$ cat src/rtl/fifo_pkg.sv
// Shared types and constants for the FIFO write-side request generator.
package fifo_pkg;

  localparam int unsigned DEB_CNT_W = 4;

  typedef enum logic [1:0] {
    IDLE     = 2'd0,
    FIRE     = 2'd1,
    WAIT_REL = 2'd2
  } wr_state_t;

endpackage

$ cat src/rtl/wr_btn_filter.sv
// Two-flop synchronizer plus level debouncer for the write push-button.
import fifo_pkg::*;

module wr_btn_filter #(
  parameter int unsigned DEB_CYCLES = 3
) (
  input  logic wclk,
  input  logic wrst_n,
  input  logic btn_raw,
  output logic btn_deb,
  output logic btn_rise
);

  logic                 sync_q1;
  logic                 sync_q2;
  logic [DEB_CNT_W-1:0] deb_cnt;
  logic                 deb_hit_c;

  // Accept the new level on the DEB_CYCLES-th consecutive differing sample.
  assign deb_hit_c = (sync_q2 != btn_deb) &&
                     (deb_cnt == DEB_CNT_W'(DEB_CYCLES - 1));

  always_ff @(posedge wclk or negedge wrst_n) begin
    if (!wrst_n) begin
      sync_q1 <= 1'b0;
      sync_q2 <= 1'b0;
    end else begin
      sync_q1 <= btn_raw;
      sync_q2 <= sync_q1;
    end
  end

  always_ff @(posedge wclk or negedge wrst_n) begin
    if (!wrst_n) begin
      btn_deb  <= 1'b0;
      btn_rise <= 1'b0;
      deb_cnt  <= '0;
    end else begin
      btn_rise <= deb_hit_c && sync_q2;
      if (sync_q2 == btn_deb) begin
        deb_cnt <= '0;
      end else if (deb_hit_c) begin
        btn_deb <= sync_q2;
        deb_cnt <= '0;
      end else begin
        deb_cnt <= deb_cnt + DEB_CNT_W'(1);
      end
    end
  end

endmodule

$ cat src/rtl/wr_req_gen.sv
// Turns debounced button presses into single FIFO write strobes with
// saturating accept/drop counters and a sticky overflow flag.
import fifo_pkg::*;

module wr_req_gen #(
  parameter int unsigned DSIZE      = 3,
  parameter int unsigned DEB_CYCLES = 3,
  parameter int unsigned CSIZE      = 8
) (
  input  logic             wclk,
  input  logic             wrst_n,
  input  logic             btn_raw,
  input  logic [DSIZE-1:0] din,
  input  logic             wfull,
  output logic             winc,
  output logic [DSIZE-1:0] wdata,
  output logic             overflow,
  output logic [CSIZE-1:0] wr_count,
  output logic [CSIZE-1:0] drop_count
);

  wr_state_t        state;
  wr_state_t        state_nxt;
  logic             btn_deb;
  logic             btn_rise;
  logic [DSIZE-1:0] din_q;
  logic [DSIZE-1:0] pend_data;
  logic             capture_c;
  logic             write_c;
  logic             drop_c;

  wr_btn_filter #(
    .DEB_CYCLES(DEB_CYCLES)
  ) u_filter (
    .wclk    (wclk),
    .wrst_n  (wrst_n),
    .btn_raw (btn_raw),
    .btn_deb (btn_deb),
    .btn_rise(btn_rise)
  );

  always_ff @(posedge wclk or negedge wrst_n) begin
    if (!wrst_n) din_q <= '0;
    else         din_q <= din;
  end

  always_ff @(posedge wclk or negedge wrst_n) begin
    if (!wrst_n) state <= IDLE;
    else         state <= state_nxt;
  end

  always_comb begin
    state_nxt = state;
    unique case (state)
      IDLE:     if (btn_rise) state_nxt = FIRE;
      FIRE:     state_nxt = WAIT_REL;
      WAIT_REL: if (!btn_deb) state_nxt = IDLE;
      default:  state_nxt = IDLE;
    endcase
  end

  // wfull is only looked at while in FIRE.
  always_comb begin
    capture_c = 1'b0;
    write_c   = 1'b0;
    drop_c    = 1'b0;
    if (state == IDLE && btn_rise) capture_c = 1'b1;
    if (state == FIRE) begin
      write_c = !wfull;
      drop_c  = wfull;
    end
  end

  always_ff @(posedge wclk or negedge wrst_n) begin
    if (!wrst_n) begin
      winc       <= 1'b0;
      wdata      <= '0;
      pend_data  <= '0;
      overflow   <= 1'b0;
      wr_count   <= '0;
      drop_count <= '0;
    end else begin
      winc <= write_c;
      if (capture_c) pend_data <= din_q;
      if (write_c) begin
        wdata <= pend_data;
        if (wr_count != '1) wr_count <= wr_count + CSIZE'(1);
      end
      if (drop_c) begin
        overflow <= 1'b1;
        if (drop_count != '1) drop_count <= drop_count + CSIZE'(1);
      end
    end
  end

endmodule

$ cat config.mk
export PLATFORM = sky130hd
export DESIGN_NAME = wr_req_gen
export DESIGN_NICKNAME = d
export VERILOG_FILES = /design/src/rtl/fifo_pkg.sv /design/src/rtl/wr_btn_filter.sv /design/src/rtl/wr_req_gen.sv
export SDC_FILE = /design/constraint.sdc
export NUM_CORES = 1
export LEC_CHECK = 0
export CAP_MARGIN = 20
export CORE_MARGIN = 5
export CORE_UTILIZATION = 50
export DETAILED_ROUTE_END_ITERATION = 10
export GPL_TIMING_DRIVEN = 0
export MAX_ROUTING_LAYER = met4
export PLACE_DENSITY = 0.77
export SYNTH_ARGS = -nofsm -noshare
export SYNTH_HDL_FRONTEND = slang
export SYNTH_HIERARCHICAL = 1
export SYNTH_SLANG_ARGS = --single-unit
$ cat constraint.sdc
create_clock -name wclk -period 1.84 [get_ports wclk]
set_input_delay 0.368 -clock wclk [delete_from_list [all_inputs] [get_ports wclk]]
set_output_delay 0.368 -clock wclk [all_outputs]
set_load 0.02 [all_outputs]
Yosys cells after proc, flatten, opt, wreduce, memory -nomap -nowiden
Index checks and enable logic that the tools add are counted.
Operators by class
  add/sub/neg operators: 3
  equal/unequal tests: 9
  mux-type cells: 8
  bitwise operators: 1
  reduce and logical (&&, ||, !) cells: 9
Operator list (number)
  8-bit by 1-bit adder with 8-bit output (second input constant): 2
  8-bit inequality test (second input constant): 2
  4-bit 2-to-1 mux: 2
  2-bit AND reduction: 4
  2-bit one-hot mux with 3 select lines: 1
  4-bit by 1-bit adder with 4-bit output (second input constant): 1
  4-bit by 2-bit equality test with 1-bit output (second input constant): 1
  2-bit 2-to-1 mux: 2
  1-bit logical AND: 3
  1-bit 2-to-1 mux: 3
  2-bit by 1-bit equality test with 1-bit output (second input constant): 1
  2-bit equality test (second input constant): 1
  2-bit zero test: 1
  2-bit by 1-bit inequality test with 1-bit output (second input constant): 1
  2-bit inequality test (second input constant): 1
  1-bit equality test: 1
  1-bit zero test: 1
  1-bit inequality test: 1
  1-bit NOT: 1
Storage, ports and cells
  register bits after elaboration: 37
  output and inout port bits: 21

Logic depth before layout (Yosys ltp)
  depth in word-level cells: 4
  depth in mapped cells: 5

By module
The synthesis kept the hierarchy.
Modules (own cells, without submodules)
  wr_req_gen: times used 1, cells each 94, area each 1301.2 um^2, sequential area each 725.7 um^2
  wr_btn_filter: times used 1, cells each 25, area each 329.1 um^2, sequential area each 200.2 um^2

Least setup slack after synthesis
OpenSTA, ideal clock, no wires.
  path kind: flip-flop to flip-flop
  from: register drop_count[0]
  to: register drop_count[1]
  library setup time: 0.128 ns
  data arrival time: 1.467 ns
  required time: 1.712 ns
  path slack: 0.246 ns
  cell stages (with the launch flop): 5
  buffers on the path: 0
  period minus slack after synthesis: 1.594 ns
  cells stage by stage: dfrtp_1 -> ha_1 -> and3_1 -> a21o_1 -> mux2_1
On the way
  word-level cells in the longest chain between the ends: 2
  elaborated cells between the ends (all ways): 3
  classes of those cells: add/sub (1); eq/ne (1); reduce/logical (1)
RTL lines
  from (decl): RTL line wr_req_gen.sv:19  | output logic [CSIZE-1:0] drop_count
  from (signal assigned): RTL line wr_req_gen.sv:91  | if (drop_count != '1) drop_count <= drop_count + CSIZE'(1);
  parallel branches: the longest is 2 deep, another holds 8-bit by 1-bit adder with 8-bit output
Several ways; the timed one is not identified.
A chain may end at the register's enable or synchronous reset.

Worst setup path after layout
  from: register drop_count[2]
  to: output drop_count[2]
No word-level cell between the ends.

==> results.ini <==
[sta]
grt_setup_unrepaired=no
hold_violations=0
period_needed_ns=1.77
timing.fmax_ghz=0.564
tightestPinTransition_ns=0.794
setup_viol=0
fin_crit_sh_pct=96.4
slew_headroom_pct=47.1
drv_slew=0
fin_skew_ns=0.00708

[global_routing]
grt_start_max_net_pins=38
grt_util_all_layers_pct=15.6
grt_overflow=0
antenna_found_initial=0
grt_pass1_wl_um=5050
grt_pass1_vias=1098

[clock_tree]
cts_root_buf=clkbuf_4
clock-sinks=37
htreeDepth=2
path_clk_slew_ns=0.10
cts_inserted_buffers=5
cts_tree=yes
insertion_delay_ns=0.33
post-cts-setup-buffers=0
cts.path.max_buffers=2

[layout]
fillCellCount=271
layout-drive-gt1-share_pct=18.3
finalInstanceArea_um2=2020
final_net_count=164
syn2layout_area_growth_pct=23.6
multi_input_area_um2=696
final_common_cell=dfrtp_1
n_antenna_cell=0
final_cell_mix=dfrtp_1, clkdlybuf4s50_1, mux2_2
regArea_um2=926

[drt]
post_drt_wl_per_cell_um=14.3
drc=0
vias_per_cell=5.38
first_pass_iters=4
drtAntennaViolNets=0
routed_wl_um=2820
vias=1060
drtIter0Drc=62

[critical_path]
slowest_stage=clkdlybuf4s50_1
worst_setup_path_end_kind=output port
cp.arrival_ns=1.41
critical_path.max_stage_delay_ns=0.64
critPathTopFamily=buffers and inverters
critPathLaunchType=flop
path_buf_inv=1
critPathMaxFanout=5
crit_chain=clkdlybuf4s50_1
worstSetupPathType=flop to output port
critPathRequiredTime_ns=1.47

[floorplanning]
io_pins=28
fp.dieW_um=67.1
dieArea_um2=4500
core_um2=3100
row_count=20
fp.dieH_um=67.1
start_util_pct=52.5

[power_and_ir_drop]
p_int_w=0.00147
clock_power_share_pct=20.1
total_power_w=0.00211
power.density_nw_per_um2=1040
p_leak_nw=0.976
combPwrFrac_pct=27.4
power.switching_w=0.000634
p_sw_share_pct=30.1
ir_worst_vdd_uv=607
seqPwrFrac_pct=52.5

[synthesis]
syn_area_um2=1630
synth_warnings=6
synth.distinct_cells=36
ys_seq_area_share_pct=56.8
synthFlopType=dfrtp_1
syn_inst=119
synth_nets=130
avgSynthCellArea_um2=13.7
ys_ff_latch=37
synthArstFlopShare_pct=100
synth_edf_count=0

[min_path]
min_path_type=primary input to async pin

[run]
drv_cap=0

[place]
hpwl_um=2070
placed_cell_area_um2=1950
portBuffers=27
gp_congestion=0.775

[run_status]
status=completed

## per-layer routing
layer	vias up	part of all wire (%)	wire (um)	GRT usage [%]
li1	501	-	-	-
met1	530	43	1200	17.5
met2	24	51	1440	25.6
met3	5	5.0	141	6.07
met4	0	1.2	34	4.56
met5	-	0	0	-
## flip-flops by register name, indices dropped and copies added (netlist names)
| register | count |
|---|---|
| wr_count | 8 |
| wdata | 3 |
| u_filter/sync_q1 | 1 |
| u_filter/btn_rise | 1 |
| din_q | 3 |
| u_filter/btn_deb | 1 |
| state | 2 |
| pend_data | 3 |
| drop_count | 8 |
| winc | 1 |
| u_filter/deb_cnt | 4 |
| overflow | 1 |
| u_filter/sync_q2 | 1 |
## cell families (layout without fill, tap and decap cells)
kind of cell | after synthesis | count (layout) | share of synthesized area, %
AND/OR/NAND/NOR | 39 | 39 | 15.7
flip-flops | 37 | 37 | 56.8
multiplexers | 15 | 15 | 10.9
AO/OA/AOI/OAI | 13 | 13 | 8.14
XOR/XNOR | 9 | 9 | 4.83
adder cells (fa/ha/maj) | 4 | 4 | 3.07
buffers and inverters | 2 | 36 | 0.537
## metrics by stage
step                      instances  setup slack [ns]  setup TNS (ns)  util [%]  hold WS, ns
final                           197            0.0666               0      65.0        0.112
after global routing            197          0.000470               0      65.0        0.160
after CTS                       197            0.0283               0      64.6        0.133
after detailed placement        190            -0.116          -0.576      62.9        0.342
after global placement          190            -0.399          -15.08      63.0        0.334
after floorplan                 119             0.246               0         -       0.0724
## Yosys cell counts (all sizes together) (3+ instances only)
library cell / number / area (um^2)
dfrtp: 37 / 926
a21oi: 3 / 15.0
xor2: 4 / 35.0
nand3: 6 / 30.0
and3: 4 / 25.0
nor2: 3 / 11.3
nand2: 6 / 22.5
nand2b: 5 / 31.3
nand4: 3 / 25.0
nor3b: 3 / 33.8
mux2: 13 / 158
ha: 4 / 50.1
xnor2: 5 / 43.8
## cell type report
| type | instances | share of cell area (%) |
|---|---|---|
| buffer | 1 | 0.248 |
| clock buffer | 7 | 2.73 |
| tap | 44 | 2.73 |
| timing repair buffer | 27 | 13.7 |
| multi-input combinational | 80 | 34.5 |
| inverter | 1 | 0.186 |
| sequential | 37 | 45.9 |
## path summary, 6_finish.rpt
kind | start | end | slack, ns | depth (start not counted)
max in group asynchronous | wrst_n | din_q[2] | 1.22 | 1
min in group wclk | u_filter/sync_q1 | u_filter/sync_q2 | 0.36 | 0
min reg2reg | u_filter/sync_q1 | u_filter/sync_q2 | 0.36 | 0
max reg2reg | drop_count[0] | drop_count[1] | 0.23 | 4
min | wrst_n | drop_count[6] | 0.11 | 1
max | drop_count[2] | drop_count[2] | 0.07 | 1
## power by group through the flow
| stage | Combinational [W] | Clock [W] | Sequential (W) |
|---|---|---|---|
| 3_5_place_dp | 0.000592 | 0 | 0.00112 |
| 2_1_floorplan | 0.000250 | 0 | 0.00120 |
| 5_1_grt | 0.000640 | 0.000485 | 0.00113 |
| 6_report | 0.000578 | 0.000423 | 0.00110 |
| 3_3_place_gp | 0.000574 | 0 | 0.00111 |
| 4_1_cts | 0.000593 | 0.000440 | 0.00111 |
## what timing repair did
action,4_1_cts,5_1_grt
setup endpoints to repair,2,5
hold buffers,0,0
gates resized for setup,2,5
Note: power is estimated with default switching activity, not from simulation.
